==> src/rtl/bch_542_512_pkg.sv <==
// Shared BCH(542,512) constants (t=3 over GF(2^10)), used by the encoder and the decoder chain.
package bch_542_512_pkg;

    localparam int BCH_N        = 542;
    localparam int BCH_K        = 512;
    localparam int BCH_PARITY_W = 30;
    localparam int BCH_M        = 10;

    // g(x) = m1*m3*m5 for primitive x^10+x^3+1; bit i is the x^i coefficient.
    localparam logic [BCH_PARITY_W:0]   BCH_GEN_POLY = 31'h50A9_1113;
    localparam logic [BCH_PARITY_W-1:0] BCH_G_LOW    = BCH_GEN_POLY[BCH_PARITY_W-1:0];

    typedef enum logic {
        ST_DATA   = 1'b0,
        ST_PARITY = 1'b1
    } enc_state_e;

endpackage

==> src/rtl/bch_enc_lfsr_step.sv <==
// One beat of the systematic BCH remainder LFSR: DATA_W serial shifts unrolled, MSB of the beat first.
module bch_enc_lfsr_step
    import bch_542_512_pkg::*;
#(
    parameter int                   DATA_W   = 32,
    parameter int                   PARITY_W = BCH_PARITY_W,
    parameter logic [PARITY_W-1:0]  G_LOW    = BCH_G_LOW
) (
    input  logic [PARITY_W-1:0] lfsr_in,
    input  logic [DATA_W-1:0]   data_in,
    output logic [PARITY_W-1:0] lfsr_out
);

    logic [PARITY_W-1:0] acc;
    logic                fb;

    always_comb begin
        acc = lfsr_in;
        fb  = 1'b0;
        for (int i = DATA_W - 1; i >= 0; i--) begin
            fb  = acc[PARITY_W-1] ^ data_in[i];
            acc = {acc[PARITY_W-2:0], 1'b0} ^ (fb ? G_LOW : '0);
        end
        lfsr_out = acc;
    end

endmodule

==> src/rtl/bch_encoder_542_512.sv <==
// Systematic BCH(542,512) encoder: passes K message bits through in DATA_W beats, then appends one parity beat.
// Handshake: a beat moves when valid && ready on a rising edge; the producer holds valid and data stable until then.
module bch_encoder_542_512
    import bch_542_512_pkg::*;
#(
    parameter int DATA_W   = 32,
    parameter int K        = BCH_K,
    parameter int PARITY_W = BCH_PARITY_W
) (
    input  logic              clk,
    input  logic              rst_n,
    input  logic              in_valid,
    output logic              in_ready,
    input  logic [DATA_W-1:0] in_data,
    input  logic              in_last,
    output logic              out_valid,
    input  logic              out_ready,
    output logic [DATA_W-1:0] out_data,
    output logic              out_last,
    output logic              len_err
);

    localparam int               BEATS     = K / DATA_W;
    localparam int               CNT_W     = (BEATS > 1) ? $clog2(BEATS) : 1;
    localparam logic [CNT_W-1:0] LAST_BEAT = CNT_W'(BEATS - 1);

    enc_state_e          state_q;
    logic                run_q;
    logic                out_valid_q;
    logic                out_last_q;
    logic                len_err_q;
    logic [DATA_W-1:0]   out_data_q;
    logic [PARITY_W-1:0] lfsr_q;
    logic [PARITY_W-1:0] lfsr_d;
    logic [CNT_W-1:0]    beat_cnt_q;
    logic                out_free;
    logic                accept;

    // run_q keeps in_ready low until the first clock after reset release.
    assign out_free = !out_valid_q || out_ready;
    assign in_ready = run_q && (state_q == ST_DATA) && out_free;
    assign accept   = in_valid && in_ready;

    bch_enc_lfsr_step #(
        .DATA_W   (DATA_W),
        .PARITY_W (PARITY_W),
        .G_LOW    (PARITY_W'(BCH_G_LOW))
    ) u_step (
        .lfsr_in  (lfsr_q),
        .data_in  (in_data),
        .lfsr_out (lfsr_d)
    );

    always_ff @(posedge clk or negedge rst_n) begin
        if (!rst_n) begin
            state_q     <= ST_DATA;
            run_q       <= 1'b0;
            out_valid_q <= 1'b0;
            out_last_q  <= 1'b0;
            out_data_q  <= '0;
            len_err_q   <= 1'b0;
            lfsr_q      <= '0;
            beat_cnt_q  <= '0;
        end else begin
            run_q <= 1'b1;
            case (state_q)
                ST_DATA: begin
                    if (accept) begin
                        out_data_q  <= in_data;
                        out_valid_q <= 1'b1;
                        out_last_q  <= 1'b0;
                        lfsr_q      <= lfsr_d;
                        if (beat_cnt_q == LAST_BEAT) begin
                            beat_cnt_q <= '0;
                            state_q    <= ST_PARITY;
                            if (!in_last) len_err_q <= 1'b1;
                        end else begin
                            beat_cnt_q <= beat_cnt_q + 1'b1;
                            if (in_last) len_err_q <= 1'b1;
                        end
                    end else if (out_valid_q && out_ready) begin
                        out_valid_q <= 1'b0;
                        out_last_q  <= 1'b0;
                    end
                end
                ST_PARITY: begin
                    // out_free is the only gate here: a stalled data beat simply holds.
                    if (out_free) begin
                        out_data_q  <= DATA_W'(lfsr_q);
                        out_valid_q <= 1'b1;
                        out_last_q  <= 1'b1;
                        lfsr_q      <= '0;
                        state_q     <= ST_DATA;
                    end
                end
                default: state_q <= ST_DATA;
            endcase
        end
    end

    assign out_valid = out_valid_q;
    assign out_data  = out_data_q;
    assign out_last  = out_last_q;
    assign len_err   = len_err_q;

endmodule

==> config.mk <==
export PLATFORM = sky130hd
export DESIGN_NAME = bch_encoder_542_512
export DESIGN_NICKNAME = d
export VERILOG_FILES = /design/src/rtl/bch_542_512_pkg.sv /design/src/rtl/bch_enc_lfsr_step.sv /design/src/rtl/bch_encoder_542_512.sv
export SDC_FILE = /design/constraint.sdc
export NUM_CORES = 1
export LEC_CHECK = 0
export CORE_MARGIN = 2
export CORE_UTILIZATION = 25
export DETAILED_ROUTE_END_ITERATION = 6
export GPL_TIMING_DRIVEN = 0
export PLACE_DENSITY_LB_ADDON = 0.25
export SLEW_MARGIN = 20
export SYNTH_ARGS = -nofsm -noshare
export SYNTH_HDL_FRONTEND = slang
export SYNTH_SLANG_ARGS = --single-unit
==> constraint.sdc <==
create_clock -name clk -period 9.1 [get_ports clk]
set_input_delay 2.275 -clock clk [delete_from_list [all_inputs] [get_ports clk]]
set_output_delay 2.275 -clock clk [all_outputs]
set_load 0.05 [all_outputs]
==> results of run 1 <==
state kept, by name, summed over array words and instances (netlist names):
register    cells
out_last        1
out_data       32
beat_cnt_q      4
len_err         1
run_q           1
state_q         1
lfsr_q         30
out_valid       1
metal layers:
layer	track usage [%]	share of wire, %
met1	18.3	46
met2	24.6	50
met3	2.26	2.4
met4	4.72	2.2
met5	0	0
final cells by class:
type                    count  area, µm²  area share (%)
inverters                   1       3.75          0.0513
repair buffers             73        746            10.2
clock buffers              10        229            3.13
flip-flops and latches     71       1780            24.3
plain buffers              18       67.6           0.923
clock inverters             5       58.8           0.803
well taps                 319        399            5.45
multi-input cells         422       4040            55.2
how the worst min path moves through the flow:
stage | cells past startpoint | to | from | slack, ns
2_1_floorplan | 1 | beat_cnt_q[3] | beat_cnt_q[3] | 0.45
3_3_place_gp | 1 | len_err | len_err | 0.45
3_5_place_dp | 1 | len_err | len_err | 0.46
4_1_cts | 1 | out_last | out_valid | 0.48
5_1_grt | 1 | out_last | out_valid | 0.50
6_report | 1 | out_last | out_valid | 0.47
worst max-delay path, stage by stage:
cell             delay [ns]
clkdlybuf4s50_1        0.45
xnor2_1                0.50
xnor2_1                0.38
xnor3_1                0.57
xnor2_1                0.54
xnor3_2                0.58
xnor3_2                0.50
xnor2_4                0.32
xnor3_1                0.52
a22o_1                 0.19
kinds of logic after synthesis:
family                   after synthesis
XOR/XNOR                             227
AND/OR/NAND/NOR                       84
AO/OA/AOI/OAI                         78
flip-flops                            71
multiplexers                          31
buffers and inverters                 19
adder cells (fa/ha/maj)                1
other                                  1
synth_stat cells (4+ instances only):
cell / n / share of area [%]
o21ai_1: 12 / 1.0
xnor2_1: 133 / 20
xor2_1: 24 / 3.6
nand2_1: 68 / 4.3
xnor3_2: 6 / 2.4
xnor2_2: 10 / 2.8
o21ai_0: 49 / 4.2
a22o_1: 5 / 0.74
a21oi_1: 4 / 0.34
dfrtp_1: 71 / 30
clkbuf_1: 17 / 1.1
xnor3_1: 38 / 15
xor3_1: 4 / 1.6
mux2i_1: 31 / 5.3
xnor2_4: 6 / 2.8
per-stage QoR:
step | instance area, µm² | worst slack [ns]
floorplan | 5890 | 3.29
global placement | 7010 | 2.11
detailed placement | 7030 | 2.18
CTS | 7320 | 2.51
global route | 7320 | 2.30
finish | 7320 | 2.50
==> impl_metrics.csv, run 1 <==
group,metric,value,unit
status,status,"completed",
clock_network,cts_setup_buffers,0,
drt,dr.pass1.iters,4,
grt,grt_max_degree,52,
synth,synth-simple-area-share,5.89,%
placement,place_hpwl,13800,µm
clock_network,cts-htree-levels,3,
floorplan,core-area,23300,µm²
synth,avgSynthCellArea,11.5,µm²
setup_path,worstReg2RegStart,"lfsr_q[22]",
synth,synth_top_family_by_area,"XOR/XNOR gates",
timing,setup_viol,0,
setup_path,cp_max_fo,6,
setup_path,worstPathRequired,9.33,ns
synth,yosysSeqAreaShare,30.2,%
grt,antenna_found_initial,0,
cells_and_area,final_cell_mix,"133 x xnor2_1, 71 x dfrtp_1, 71 x clkdlybuf4s50_1, 68 x nand2_1, 49 x o21ai_0",
drt,routed_wl,16900,µm
clock_network,clk_pin_slew,0.06,ns
clock_network,post_cts_resized,0,
timing,achievable-frequency,0.151,GHz
placement,routabilityCongestion,0.911,
grt,grt_pass1_wl,26200,µm
timing,worst_slew_pin_slew,0.878,ns
synth,ys_seq_elements,71,
setup_path,endpoint,"lfsr_q[22]",
floorplan,ios,73,
setup_path,arrival,6.83,ns
timing,relSlewSlack,41.1,%
drt,post-route-drc-count,0,
timing,rsz0062_at_grt,"false",
timing,period_share,72.6,%
floorplan,dieArea,24800,µm²
hold_path,hold_class,"register to register",
setup_path,rr_worst_depth,9,
floorplan,die_h,157,µm
cells_and_area,post-route-util,31.5,%
synth,synth_nets,550,
synth,synth_mux_area_share,5.27,%
placement,dp_cells,904,
timing,holdWs,0.469,ns
clock_network,numCtsBuffers,9,
synth,synth_xor_xnor_area_share,49.9,%
cells_and_area,nNetsFinal,634,
flow_run,max_cap_viol_count,0,
grt,grt_usage,14.3,%
setup_path,reg2reg_slack,4.45,ns
timing,period_minus_slack,6.60,ns
setup_path,reg2reg_to,"lfsr_q[22]",
synth,syn_inst,512,
cells_and_area,nFillCells,2426,
setup_path,startpoint,"in_data[24]",
drt,vias_per_cell,4.31,
grt,overflow,0,
floorplan,initial_core_util,25.3,%
synth,synth-edff-count,0,
timing,hold_viol_final,0,
cells_and_area,final_cells,919,
clock_network,cts_hold_buf,0,
placement,io_buffer_count,72,
synth,synth-warning-count,0,
drt,wire_per_inst,18.4,µm
timing,skew,0.00804,ns
synth,yosys_most_used_dff,"dfrtp_1",
clock_network,ctsLongestPathBuffers,2,
clock_network,root_buffer,"clkbuf_16",
setup_path,crit_path_end_kind,"register",
setup_path,crit_type,"primary input to register",
synth,synth.distinct_cells,39,
cells_and_area,drive_above_1_share,7.67,%
floorplan,fp.dieW,157,µm
drt,dr.first_iter.drc_count,183,
synth,netlist_area,5890,µm²
synth,synthArstFlopShare,100,%
drt,vias,3965,
drt,ant_nets,0,
cells_and_area,antennaDiodeCount,0,
synth,synthAdderAreaFrac,0.212,%
clock_network,cts_sinks,71,
cells_and_area,syn_to_final_growth,24.3,%
clock_network,clk_latency,0.35,ns
cells_and_area,layout_commonest_cell,"xnor2_1",
timing,drv_slew,0,
clock_network,cts_tree,"yes",
grt,grt_pass1_vias,4323,
floorplan,fp-row-count,56,
setup_path,critPathLaunchType,"primary input",
synth,synth-compound-area-share,7.33,%
timing,fin_tns_setup,0,ns
Power of run 1 is not shown: default switching activity piles up to over one toggle a cycle in this logic, so the estimate is an artifact.
==> run 2, diff against run 1 <==
Clock period 9.1 ns to 6.5 ns, I/O delays scaled along.
==> results of run 2 <==
Same layout as run 1 (identical final DEF). Status: completed.
Main changes from that run: setup slack after placement 2.18 ns -> 0.225 ns; setup slack after layout 2.50 ns -> 0.546 ns; register-to-register setup slack 4.45 ns -> 1.85 ns
Power of run 2 is left out for the same reason.
==> run 3, diff against run 2 <==
Settings changed: SLEW_MARGIN 20 to unset, SYNTH_HIERARCHICAL set to 1.
==> impl_metrics.csv, run 3 <==
group,metric,value,unit
timing,fin_tns_setup,0,ns
synth,synth_top_area_cell,"dfrtp_1",
synth,synth-warning-count,6,
drt,routed_wl,16500,µm
clock_network,clk_pin_slew,0.07,ns
timing,worst_slew_pin_slew,0.983,ns
timing,achievable-frequency,0.162,GHz
synth,synthArstFlopShare,100,%
clock_network,cts_tree,"yes",
grt,grt_pass1_vias,4049,
drt,post-route-drc-count,0,
hold_path,min_path_cells,1,
floorplan,ios,73,
synth,netlist_area,5970,µm²
placement,place_hpwl,13300,µm
clock_network,root_buffer,"clkbuf_16",
setup_path,cp_max_fo,7,
hold_path,min_to,"len_err",
drt,vias_per_cell,4.27,
setup_path,reg2reg_slack,1.64,ns
synth,syn_inst,479,
synth,yosys.area.top_type_share,29.7,%
placement,io_buffer_count,72,
setup_path,crit_buf_inv,1,
setup_path,rr_worst_depth,8,
setup_path,critPathLaunchType,"primary input",
floorplan,fp.dieW,159,µm
hold_path,hold_start,"len_err",
floorplan,initial_core_util,25.5,%
setup_path,worstPathRequired,6.74,ns
grt,overflow,0,
clock_network,clk_latency,0.35,ns
hold_path,hold_class,"register to register",
cells_and_area,nNetsFinal,601,
synth,yosysSeqAreaShare,29.7,%
setup_path,crit_top_cell,"xnor3_1",
cells_and_area,drive_above_1_share,12.3,%
drt,dr.pass1.iters,4,
setup_path,max_stage_delay,0.78,ns
synth,yosysMostFrequentCell,"xnor2_1",
synth,synth.distinct_cells,33,
timing,relSlewSlack,34.0,%
floorplan,die_h,159,µm
grt,grt_pass1_wl,24800,µm
setup_path,crit_path_end_kind,"register",
clock_network,numCtsBuffers,9,
clock_network,cts_hold_buf,0,
setup_path,arrival,6.41,ns
cells_and_area,largest_reg_flops,32,
clock_network,cts_setup_buffers,0,
synth,yosys_most_used_dff,"dfrtp_1",
clock_network,ctsLongestPathBuffers,2,
timing,setup_viol,0,
drt,dr.first_iter.drc_count,187,
floorplan,core-area,23500,µm²
drt,ant_nets,0,
setup_path,crit_cells,9,
setup_path,reg2reg_to,"lfsr_q[23]",
drt,vias,3787,
synth,ys_seq_elements,71,
grt,grt_usage,13.7,%
timing,skew,0.0113,ns
timing,period_share,94.9,%
placement,dpl_worst_slack,-0.0515,ns
status,status,"completed",
floorplan,dieArea,25200,µm²
cells_and_area,syn_to_final_growth,24.7,%
timing,period_minus_slack,6.17,ns
timing,rsz0062_at_grt,"false",
clock_network,post_cts_resized,0,
flow_run,max_cap_viol_count,0,
timing,setup_slack,0.329,ns
placement,routabilityCongestion,0.906,
synth,yosys-top-cells-area,"dfrtp_1 30%, xnor2_1 20%, xnor3_1 14%",
synth,synth_nets,517,
clock_network,cts-htree-levels,3,
timing,drv_slew,0,
setup_path,cp_top_family,"XOR/XNOR gates",
floorplan,fp-row-count,56,
cells_and_area,final_cell_mix,"137 x xnor2_1, 71 x dfrtp_1, 71 x clkdlybuf4s50_1, 38 x xnor3_1, 36 x nand2_1",
cells_and_area,layout_commonest_cell,"xnor2_1",
cells_and_area,post-route-util,31.7,%
grt,grt_max_degree,71,
timing,hold_viol_final,0,
synth,avgSynthCellArea,12.5,µm²
setup_path,crit_chain,"clkdlybuf4s50_1 > xnor2_2 > xnor3_1 > xnor2_1 > xnor3_1 > xor2_2 > xnor2_2 > xnor3_1 > a22o_1",
synth,synth_common_cells,"137 x xnor2_1, 71 x dfrtp_1, 38 x xnor3_1, 36 x nand2_1, 32 x a22o_1",
drt,wire_per_inst,18.6,µm
setup_path,crit_type,"primary input to register",
setup_path,worstReg2RegStart,"lfsr_q[24]",
cells_and_area,antennaDiodeCount,0,
clock_network,cts_sinks,71,
synth,synth-edff-count,0,
grt,antenna_found_initial,0,
setup_path,worst_path_max_delay_cell,"xnor2_1",
-- run 3: changes by cell type in the layout (fill, tap and decap cells not counted), moves of 7 or more --
cell / change
buf_2: +11
a22o_1: +27
clkbuf_1: -17
o21ai_0: -18
o21ai_1: -10
nand2_1: -32
xnor3_2: +7
-- run 3: stage by stage --
step	hold slack, ns	cells	cell area, µm²
global route	0.498	887	7450
global placement	0.451	870	7090
detailed placement	0.457	871	7120
floorplan	0.439	479	5970
CTS	0.473	887	7450
finish	0.465	887	7450
-- run 3: kinds of logic (layout without fill, tap and decap cells) --
kind of cell,after synthesis,in the layout,synth area share [%]
buf+inv,22,111,2.37
compound gates,70,70,7.94
xor+xnor,237,237,51.1
fa+ha+maj,1,1,0.209
flops,71,71,29.7
simple gates,46,46,3.39
mux,31,31,5.19
other cells,1,1,0.0628
-- run 3: worst max path at each step --
| stage | start | endpoint | slack [ns] |
|---|---|---|---|
| 2_1_floorplan | in_data[30] | lfsr_q[29] | 1.44 |
| 3_3_place_gp | in_data[30] | lfsr_q[23] | -0.03 |
| 3_5_place_dp | in_data[26] | lfsr_q[23] | -0.05 |
| 4_1_cts | in_data[26] | lfsr_q[23] | 0.32 |
| 5_1_grt | in_data[30] | lfsr_q[29] | 0.17 |
| 6_report | in_data[26] | lfsr_q[23] | 0.33 |
-- run 3: cell type report --
cell class	instances	area [µm²]
clock inverter	7	104
fill	2372	16000
inverter	2	7.51
multi-input combinational	386	4060
clock buffer	9	225
timing repair buffer	73	746
sequential	71	1780
tap	319	399
buffer	20	134
-- run 3: routing by layer --
layer,GRT usage [%],vias up,routed length (µm)
li1,-,1799,-
met1,17.7,1898,7290
met2,23.1,70,8120
met3,1.61,20,575
met4,5.66,0,477
met5,0,-,0
Power of run 3 is left out for the same reason.
